`config.mk`:
```
export PLATFORM = sky130hd
export DESIGN_NAME = jtpopeye_uart_bus_flat
export DESIGN_NICKNAME = d
export VERILOG_FILES = /design/src/rtl/jtpopeye_uart_pkg.sv /design/src/rtl/jtpopeye_uart_bus_if.sv /design/src/rtl/jtpopeye_uart_fifo.sv /design/src/rtl/jtpopeye_uart_bus.sv /design/src/flat_wrapper.sv
export SDC_FILE = /design/constraint.sdc
export NUM_CORES = 1
export LEC_CHECK = 0
export CAP_MARGIN = 20
export CELL_PAD_IN_SITES_DETAIL_PLACEMENT = 2
export CELL_PAD_IN_SITES_GLOBAL_PLACEMENT = 2
export CORE_MARGIN = 2
export CORE_UTILIZATION = 46
export DETAILED_ROUTE_END_ITERATION = 16
export MAX_ROUTING_LAYER = met4
export PLACE_DENSITY = 0.77
export SKIP_CTS_REPAIR_TIMING = 1
export SLEW_MARGIN = 30
export SYNTH_ARGS = -nofsm -noshare
export SYNTH_HDL_FRONTEND = slang
export SYNTH_SLANG_ARGS = --single-unit
```
`constraint.sdc`:
```
create_clock -name clk -period 4 [get_ports clk]
set_clock_uncertainty 0.1 [all_clocks]
set_input_delay 0.4 -clock clk [delete_from_list [all_inputs] [get_ports clk]]
set_output_delay 0.4 -clock clk [all_outputs]
set_load 0.1 [all_outputs]
```
`src/rtl/jtpopeye_uart_pkg.sv`:
```
// Shared register indices, status/control bit positions and TX FSM encoding
// for the jtpopeye UART CPU bridge.
package jtpopeye_uart_pkg;

  localparam int BYTE_W = 8;

  localparam logic [1:0] REG_STATUS = 2'd0;
  localparam logic [1:0] REG_RXCNT  = 2'd1;
  localparam logic [1:0] REG_DATA   = 2'd2;
  localparam logic [1:0] REG_CTRL   = 2'd3;

  localparam int ST_RX_AVAIL = 0;
  localparam int ST_TX_FULL  = 1;
  localparam int ST_TX_EMPTY = 2;
  localparam int ST_RX_OVF   = 3;
  localparam int ST_RX_ERR   = 4;
  localparam int ST_TX_OVF   = 5;

  localparam int CTRL_IEN_RX  = 0;
  localparam int CTRL_IEN_TXE = 1;
  localparam int CTRL_IEN_ERR = 2;
  localparam int CTRL_CLR     = 7;

  typedef enum logic [1:0] {
    TX_IDLE      = 2'd0,
    TX_LOAD      = 2'd1,
    TX_WAIT_BUSY = 2'd2,
    TX_WAIT_DONE = 2'd3
  } tx_state_t;

  typedef struct packed {
    logic tx_ovf;
    logic rx_err;
    logic rx_ovf;
  } flags_t;

  function automatic logic [BYTE_W-1:0] make_status(input flags_t f, input logic tx_empty,
                                                    input logic tx_full, input logic rx_avail);
    logic [BYTE_W-1:0] s;
    s              = '0;
    s[ST_RX_AVAIL] = rx_avail;
    s[ST_TX_FULL]  = tx_full;
    s[ST_TX_EMPTY] = tx_empty;
    s[ST_RX_OVF]   = f.rx_ovf;
    s[ST_RX_ERR]   = f.rx_err;
    s[ST_TX_OVF]   = f.tx_ovf;
    return s;
  endfunction

endpackage

```
`src/rtl/jtpopeye_uart_bus_if.sv`:
```
// CPU-side register bus of the UART bridge: select, strobes, address, data, interrupt.
interface jtpopeye_uart_bus_if;
  import jtpopeye_uart_pkg::*;

  logic              cs;
  logic [1:0]        addr;
  logic              rd_n;
  logic              wr_n;
  logic [BYTE_W-1:0] din;
  logic [BYTE_W-1:0] dout;
  logic              irq_n;

  modport master (output cs, addr, rd_n, wr_n, din, input dout, irq_n);
  modport slave  (input cs, addr, rd_n, wr_n, din, output dout, irq_n);
endinterface

```
`src/rtl/jtpopeye_uart_fifo.sv`:
```
// Synchronous FIFO of 2**AW entries; push into a full FIFO is accepted only when a pop
// happens in the same cen cycle, and a pop of an empty FIFO is ignored.
module jtpopeye_uart_fifo
  import jtpopeye_uart_pkg::*;
#(
  parameter int AW     = 4,
  parameter int DATA_W = BYTE_W
) (
  input  logic              clk,
  input  logic              rst_n,
  input  logic              cen,
  input  logic              push,
  input  logic              pop,
  input  logic [DATA_W-1:0] din,
  output logic [DATA_W-1:0] dout,
  output logic              full,
  output logic              empty,
  output logic [AW:0]       count
);

  localparam int          DEPTH    = 1 << AW;
  localparam logic [AW:0] FULL_CNT = DEPTH[AW:0];

  logic [DATA_W-1:0] mem [DEPTH];
  logic [AW-1:0]     wr_ptr;
  logic [AW-1:0]     rd_ptr;
  logic              do_push;
  logic              do_pop;

  assign empty   = (count == '0);
  assign full    = (count == FULL_CNT);
  assign do_pop  = cen & pop & ~empty;
  assign do_push = cen & push & (~full | do_pop);
  assign dout    = empty ? '0 : mem[rd_ptr];

  always_ff @(posedge clk or negedge rst_n) begin
    if (!rst_n) begin
      wr_ptr <= '0;
      rd_ptr <= '0;
      count  <= '0;
    end else begin
      if (do_push) wr_ptr <= wr_ptr + 1'b1;
      if (do_pop)  rd_ptr <= rd_ptr + 1'b1;
      if (do_push && !do_pop)      count <= count + 1'b1;
      else if (do_pop && !do_push) count <= count - 1'b1;
    end
  end

  // Storage carries no reset: emptiness is defined by the pointers and count alone.
  always_ff @(posedge clk) begin
    if (do_push) mem[wr_ptr] <= din;
  end

endmodule

```
`src/rtl/jtpopeye_uart_bus.sv`:
```
// CPU register bridge between a Z80-style I/O port and jtframe_uart, with RX/TX FIFOs.
// Optional interrupt logic is enabled by defining JTPOPEYE_UART_IRQ_EN.
module jtpopeye_uart_bus
  import jtpopeye_uart_pkg::*;
#(
  parameter int RXAW = 4,
  parameter int TXAW = 4
) (
  input  logic              clk,
  input  logic              rst_n,
  input  logic              cen,
  jtpopeye_uart_bus_if.slave bus,
  input  logic [BYTE_W-1:0] rx_data,
  input  logic              rx_done,
  input  logic              rx_error,
  output logic [BYTE_W-1:0] tx_data,
  output logic              tx_wr,
  input  logic              tx_busy
);

  logic              rd_act, wr_act;
  logic              rd_l, wr_l;
  logic              rd_start, rd_end, wr_start;
  logic              rd_pop_arm;

  logic              rx_pop, rx_full, rx_empty;
  logic [RXAW:0]     rx_count;
  logic [BYTE_W-1:0] rx_head;

  logic              tx_push, tx_pop, tx_full, tx_fifo_empty;
  logic [TXAW:0]     tx_count_unused;
  logic [BYTE_W-1:0] tx_head;
  logic [BYTE_W-1:0] tx_last;

  tx_state_t         state, state_nx;
  flags_t            flags;
  logic              ctrl_wr, flag_clr;
  logic              rx_ovf_set, rx_err_set, tx_ovf_set;
  logic              tx_empty_st;
  logic [2:0]        ctrl;

  // Strobe edge detection: each access acts once on its first and last sampled cycle.
  assign rd_act   = bus.cs & ~bus.rd_n;
  assign wr_act   = bus.cs & ~bus.wr_n;
  assign rd_start = cen & rd_act & ~rd_l;
  assign rd_end   = cen & ~rd_act & rd_l;
  assign wr_start = cen & wr_act & ~wr_l;

  always_ff @(posedge clk or negedge rst_n) begin
    if (!rst_n) begin
      rd_l       <= 1'b0;
      wr_l       <= 1'b0;
      rd_pop_arm <= 1'b0;
    end else if (cen) begin
      rd_l <= rd_act;
      wr_l <= wr_act;
      if (rd_start)    rd_pop_arm <= (bus.addr == REG_DATA) & ~rx_empty;
      else if (rd_end) rd_pop_arm <= 1'b0;
    end
  end

  assign rx_pop   = rd_end & rd_pop_arm;
  assign tx_push  = wr_start & (bus.addr == REG_DATA);
  assign ctrl_wr  = wr_start & (bus.addr == REG_CTRL);
  assign flag_clr = ctrl_wr & bus.din[CTRL_CLR];

  jtpopeye_uart_fifo #(.AW(RXAW), .DATA_W(BYTE_W)) u_rx_fifo (
    .clk   (clk),
    .rst_n (rst_n),
    .cen   (cen),
    .push  (rx_done),
    .pop   (rx_pop),
    .din   (rx_data),
    .dout  (rx_head),
    .full  (rx_full),
    .empty (rx_empty),
    .count (rx_count)
  );

  jtpopeye_uart_fifo #(.AW(TXAW), .DATA_W(BYTE_W)) u_tx_fifo (
    .clk   (clk),
    .rst_n (rst_n),
    .cen   (cen),
    .push  (tx_push),
    .pop   (tx_pop),
    .din   (bus.din),
    .dout  (tx_head),
    .full  (tx_full),
    .empty (tx_fifo_empty),
    .count (tx_count_unused)
  );

  // A drop only happens when the full FIFO is not also being drained this cycle.
  assign rx_ovf_set = cen & rx_done & rx_full & ~rx_pop;
  assign rx_err_set = cen & rx_error;
  assign tx_ovf_set = tx_push & tx_full & ~tx_pop;

  always_ff @(posedge clk or negedge rst_n) begin
    if (!rst_n) begin
      flags <= '0;
    end else if (cen) begin
      flags.rx_ovf <= rx_ovf_set | (flags.rx_ovf & ~flag_clr);
      flags.rx_err <= rx_err_set | (flags.rx_err & ~flag_clr);
      flags.tx_ovf <= tx_ovf_set | (flags.tx_ovf & ~flag_clr);
    end
  end

  always_ff @(posedge clk or negedge rst_n) begin
    if (!rst_n) begin
      state   <= TX_IDLE;
      tx_last <= '0;
    end else if (cen) begin
      state <= state_nx;
      if (state == TX_LOAD) tx_last <= tx_head;
    end
  end

  always_comb begin
    state_nx = state;
    tx_wr    = 1'b0;
    tx_data  = tx_last;
    tx_pop   = 1'b0;
    unique case (state)
      TX_IDLE:      if (!tx_fifo_empty && !tx_busy) state_nx = TX_LOAD;
      TX_LOAD: begin
        tx_wr    = 1'b1;
        tx_data  = tx_head;
        tx_pop   = cen;
        state_nx = TX_WAIT_BUSY;
      end
      TX_WAIT_BUSY: if (tx_busy)  state_nx = TX_WAIT_DONE;
      TX_WAIT_DONE: if (!tx_busy) state_nx = TX_IDLE;
      default:      state_nx = TX_IDLE;
    endcase
  end

  assign tx_empty_st = tx_fifo_empty & (state == TX_IDLE);

`ifdef JTPOPEYE_UART_IRQ_EN
  logic irq_r;
  logic unused_din;

  assign unused_din = ^bus.din[6:3];

  always_ff @(posedge clk or negedge rst_n) begin
    if (!rst_n) begin
      ctrl  <= '0;
      irq_r <= 1'b1;
    end else if (cen) begin
      if (ctrl_wr) ctrl <= bus.din[2:0];
      irq_r <= ~((~rx_empty & ctrl[CTRL_IEN_RX]) |
                 (tx_empty_st & ctrl[CTRL_IEN_TXE]) |
                 ((flags.rx_ovf | flags.rx_err | flags.tx_ovf) & ctrl[CTRL_IEN_ERR]));
    end
  end

  assign bus.irq_n = irq_r;
`else
  logic unused_din;

  assign unused_din = ^bus.din[6:0];
  assign ctrl       = '0;
  assign bus.irq_n  = 1'b1;
`endif

  always_comb begin
    bus.dout = '0;
    unique case (bus.addr)
      REG_STATUS: bus.dout = make_status(flags, tx_empty_st, tx_full, ~rx_empty);
      REG_RXCNT:  bus.dout = BYTE_W'(rx_count);
      REG_DATA:   bus.dout = rx_head;
      REG_CTRL:   bus.dout = {5'b0, ctrl};
      default:    bus.dout = '0;
    endcase
  end

endmodule

```
`src/flat_wrapper.sv`:
```
// flat-port wrapper written by rule: the top's interface ports become plain ports
module jtpopeye_uart_bus_flat import jtpopeye_uart_pkg::*;
#(
  parameter int RXAW = 4,
  parameter int TXAW = 4
)
  (clk, rst_n, cen, rx_data, rx_done, rx_error, tx_data, tx_wr, tx_busy, bus_cs, bus_addr, bus_rd_n, bus_wr_n, bus_din, bus_dout, bus_irq_n);
  jtpopeye_uart_bus_if bus_i ();
  input  logic clk;
  input  logic rst_n;
  input  logic cen;
  input  logic [BYTE_W-1:0] rx_data;
  input  logic rx_done;
  input  logic rx_error;
  output logic [BYTE_W-1:0] tx_data;
  output logic tx_wr;
  input  logic tx_busy;
  input wire logic [$bits(bus_i.cs)-1:0] bus_cs;
  input wire logic [$bits(bus_i.addr)-1:0] bus_addr;
  input wire logic [$bits(bus_i.rd_n)-1:0] bus_rd_n;
  input wire logic [$bits(bus_i.wr_n)-1:0] bus_wr_n;
  input wire logic [$bits(bus_i.din)-1:0] bus_din;
  output wire logic [$bits(bus_i.dout)-1:0] bus_dout;
  output wire logic [$bits(bus_i.irq_n)-1:0] bus_irq_n;
  assign bus_i.cs = bus_cs;
  assign bus_i.addr = bus_addr;
  assign bus_i.rd_n = bus_rd_n;
  assign bus_i.wr_n = bus_wr_n;
  assign bus_i.din = bus_din;
  assign bus_dout = bus_i.dout;
  assign bus_irq_n = bus_i.irq_n;
  jtpopeye_uart_bus #(.RXAW(RXAW), .TXAW(TXAW)) u_core (.clk(clk), .rst_n(rst_n), .cen(cen), .bus(bus_i), .rx_data(rx_data), .rx_done(rx_done), .rx_error(rx_error), .tx_data(tx_data), .tx_wr(tx_wr), .tx_busy(tx_busy));
endmodule
```
==> results.txt <==
The run finished with clean final reports. Dividing the final minimum period by the clock period gives 0.953. For this design the total switching power over the nets is between 3000 and 4000 uW. On the critical path, the stage with the largest delay is an instance of or4_4. The number of max-capacitance violations reported is 0. The fraction of power spent switching nets is 0.364. The fraction of synthesized cell area taken by the top area cell type came out at 0.619. The number of endpoints with negative hold slack in the final report is 0.

The via density per instance is 6.05. In this run the worst hold path is classified as primary input to asynchronous set/reset pin. The clock reaches the later pin of the worst-skew pair after approximately 570 ps. Internal power comes to 6710 uW. After global routing the overflow that remains totals 0. The peak supply drop came out at 0.401 mV. The final non-filler cell total is between 1,000 and 1,500. The amount of wire on met3 after detailed routing is 1860 microns. The cell area after placement came out at 13,500 sq um. The clock network fraction of design power came out at 0.286. The number of max-slew violations in the final report is 0. The wire length after detailed routing is 38,100 microns. In this run the static leakage power is 0.00509 uW. The largest fanout on the critical path is 5.

The count of vias placed by the detailed router came out at 7,179. The worst setup margin is 186 ps. The instance count of the mapped netlist came out at roughly 720.

The count of input and output buffers came out at 43. The synthesized design spends more area on one cell type than any other, namely edfxtp_1. The post-route total power is roughly 11,000 uW. The layout net count is 873. In this run the number of H-tree levels came out at 1. For this run, design rule violations remaining after detail routing come to 0.

The global-route wire length before repair came out at 56,300 microns. The most numerous cell in the Yosys netlist is edfxtp_1. The DRC marker count from the first detailed-route iteration is 701.

The clock passes through at most 3 buffers. The relative slew slack came out at 0.344. TritonCTS built the clock tree. Dividing the detail-routed wire length by the instance count gives 32.1 microns.

The iteration count of the initial detailed-routing pass came out at 5. The final HPWL from detailed placement is 24,300 microns. Summing all non-filler instances in the final layout gives an area of 14,600 sq um.

The number of flops mapped to enable cells by yosys came out at 256. The share of total power dissipated in sequential elements is 0.384. The routed design uses 19,100 microns of met2 wire. The maximum single-stage delay on the critical path came out at 610 ps.

The initial antenna violation count came out at 0. The final count of negative-setup-slack endpoints came out at 0. Setup repair after global routing left no endpoint under its margin. The synthesized net count is 776.

The worst setup path is captured at an output port. The proportion of register bits with asynchronous set or reset after synthesis came out at 0.141. The share of final-layout standard cells stronger than drive strength 1 is 0.212. The signal on the critical path passes through or4_4 -> o21ai_1 -> nor2_1 -> a31oi_1 -> a21oi_1 -> buf_4.

The all-layer global routing usage is 0.284. For this run, the top clock speed supported by timing is 262 MHz. The core region area came out at 26,700 sq um. The area added between synthesis and finish came out at 17.1%. The overall die height came out at 168 microns. Before CTS, the worst setup slack after placement is 366 ps.

The combinational cell fraction of total power is 0.330. The tree is rooted in a clkbuf_16. Routability-driven placement finished with a final weighted congestion of approximately 0.80. The setup path with the least slack is of type flop to output port. The initial cell density of the core came out at 0.465.

Counting instances in the post-synthesis netlist gives the leading cell types as edfxtp_1, nor2_1, dfrtp_1, mux2i_1, mux4_2. STA classifies the critical path startpoint as a flop. The cell depth of the worst flop-to-flop path is 13. The most used flip-flop cell after synthesis is edfxtp_1.

The required time at the endpoint of the critical path came out at 3500 ps. The detailed router put a total of 15,800 microns of wire on met1. The TritonCTS sink count came out at 298.

The sequential cell area fraction in the yosys report is 0.703. The number of global-route vias before repair was between 8,000 and 9,000. The slew of the pin with the lowest slew margin is a little under 1000 ps. Signal routing reaches up to met4.

For flop-to-flop paths, the worst setup slack is 690 ps. Entering global routing, the biggest net connects 43 pins. The remaining number of nets flagged by the antenna check after routing is 0. The number of cells in the design after placement came out at between 1,000 and 1,500. In this run the horizontal extent of the chip is 168 microns.

By area the synthesized netlist is led by edfxtp_1, dfrtp_1, mux4_2. The die area is 28,300 sq um. The worst path needs roughly 3800 ps of the cycle, external delays included. The antenna diode count came out at 0. The number of warnings issued by yosys is 0. The cell area that synthesis handed to floorplanning was between 10,000 and 15,000 sq um. The initialized floorplan defines 60 standard-cell rows. The post-synthesis average cell area is 17.2 sq um. The number of flip-flops and latches in the synthesized netlist is 298.

The data arrival at the endpoint of the critical path came out at 3310 ps. The startpoint of the most critical register-to-register path is u_core.u_tx_fifo.count[1]$_DFFE_PN0P_. Clock-pin slew was measured on the worst setup and hold paths at 70 ps. The worst register-to-register path ends at u_core.u_tx_fifo.count[4]$_DFFE_PN0P_. Dividing total power by cell area gives a power density of between 700 and 800 nW/um^2.

For this design the top-level I/O count stands at 45. The synthesized netlist contains 52 unique library cells. The number of CTS-inserted buffers came out at 31.
[layout make-up]
class                   count  area [sq um]
well taps                 341           427
fillers                  2299         12200
repair buffers            100           843
multi-input cells         377          3440
clock buffers              46           862
flip-flops and latches    298          8740
clock inverters            12           185
inverters                  13          48.8
[stage by stage]
| step | util | TNS [ps] | hold WS, ps |
|---|---|---|---|
| after CTS | 0.544 | -3.60 | -238 |
| after detailed placement | 0.505 | 0 | 361 |
| after global routing | 0.545 | 0 | 326 |
| final | 0.545 | 0 | 287 |
| after global placement | 0.505 | 0 | 361 |
| after floorplan | - | 0 | 4.41 |
[registers in the layout, summed over array words and instances, names as in the netlist]
signal / cells
u_core.u_rx_fifo.mem: 128
u_core.u_tx_fifo.mem: 128
u_core.tx_last: 8
u_core.u_rx_fifo.count: 5
u_core.u_tx_fifo.count: 5
u_core.u_rx_fifo.rd_ptr: 4
u_core.u_rx_fifo.wr_ptr: 4
u_core.u_tx_fifo.rd_ptr: 4
u_core.u_tx_fifo.wr_ptr: 4
u_core.flags: 3
u_core.state: 2
u_core.rd_l: 1
u_core.rd_pop_arm: 1
u_core.wr_l: 1
[worst max-delay path by stage]
stage	startpoint	end	slack, ps
finish	u_core.u_tx_fifo.count[1]$_DFFE_PN0P_	tx_data[3]	190
global route	u_core.u_tx_fifo.count[0]$_DFFE_PN0P_	tx_data[3]	130
CTS	u_core.u_tx_fifo.rd_ptr[0]$_DFFE_PN0P_	tx_data[3]	-4
detailed placement	cen	u_core.u_rx_fifo.count[4]$_DFFE_PN0P_	370
global placement	cen	u_core.u_rx_fifo.count[4]$_DFFE_PN0P_	480
floorplan	u_core.state[1]$_DFFE_PN0P_	tx_data[5]	90
[logic make-up after synthesis]
kind of cell             count (synthesis)  share of synthesized area
AO/OA/AOI/OAI                           79                     0.0391
XOR/XNOR                                21                     0.0148
adder cells (fa/ha/maj)                 25                     0.0264
buffers and inverters                   49                     0.0197
flip-flops                             298                      0.703
multiplexers                           104                      0.141
other                                    1                   0.000302
AND/OR/NAND/NOR                        147                     0.0560
[per-layer routing]
layer | up-vias | global-route usage
met5 | - | -
met4 | 0 | 0.0870
met3 | 82 | 0.0430
met2 | 255 | 0.467
met1 | 3831 | 0.370
li1 | 3011 | -
[critical path, delay by kind of cell, from the launching register on]
family                 cells  cell delay [ps]
AOI/OAI and AO/OA          3             1260
buffers and inverters      1              270
DFF                        1              460
and+or+nand+nor            2              730
[power groups by stage]
stage                     Sequential, uW  Clock [uW]  Combinational [uW]
after floorplan                     3810           0                2570
after detailed placement            4100           0                3370
after CTS                           4050        3060                3490
after global placement              4030           0                3120
after global routing                4090        3150                3700
final                               4050        3010                3490
[placed cells by master, fill, tap and decap left out, types with 4 or more instances in the layout]
cell / synthesis / routed
a211oi_1: 6 / 6
a21o_1: 4 / 4
a21oi_1: 18 / 18
a22oi_1: 12 / 12
a31oi_1: 6 / 6
buf_4: 4 / 71
bufinv_16: 0 / 5
clkbuf_1: 14 / 12
clkbuf_16: 0 / 31
clkdlybuf4s50_1: 0 / 26
dfrtp_1: 42 / 38
dfrtp_2: 0 / 4
edfxtp_1: 256 / 256
ha_1: 23 / 23
inv_1: 13 / 13
mux2_2: 11 / 11
mux2i_1: 41 / 41
mux4_1: 11 / 11
mux4_2: 41 / 41
nand2_1: 40 / 40
nand2b_1: 5 / 5
nand3_1: 10 / 10
nor2_1: 52 / 52
nor2b_1: 10 / 10
nor3_1: 10 / 10
o21ai_0: 18 / 18
o21ai_1: 4 / 4
o22ai_1: 4 / 4
xnor2_1: 15 / 15
xor2_1: 6 / 6
Note: power is estimated with default switching activity, not from simulation.
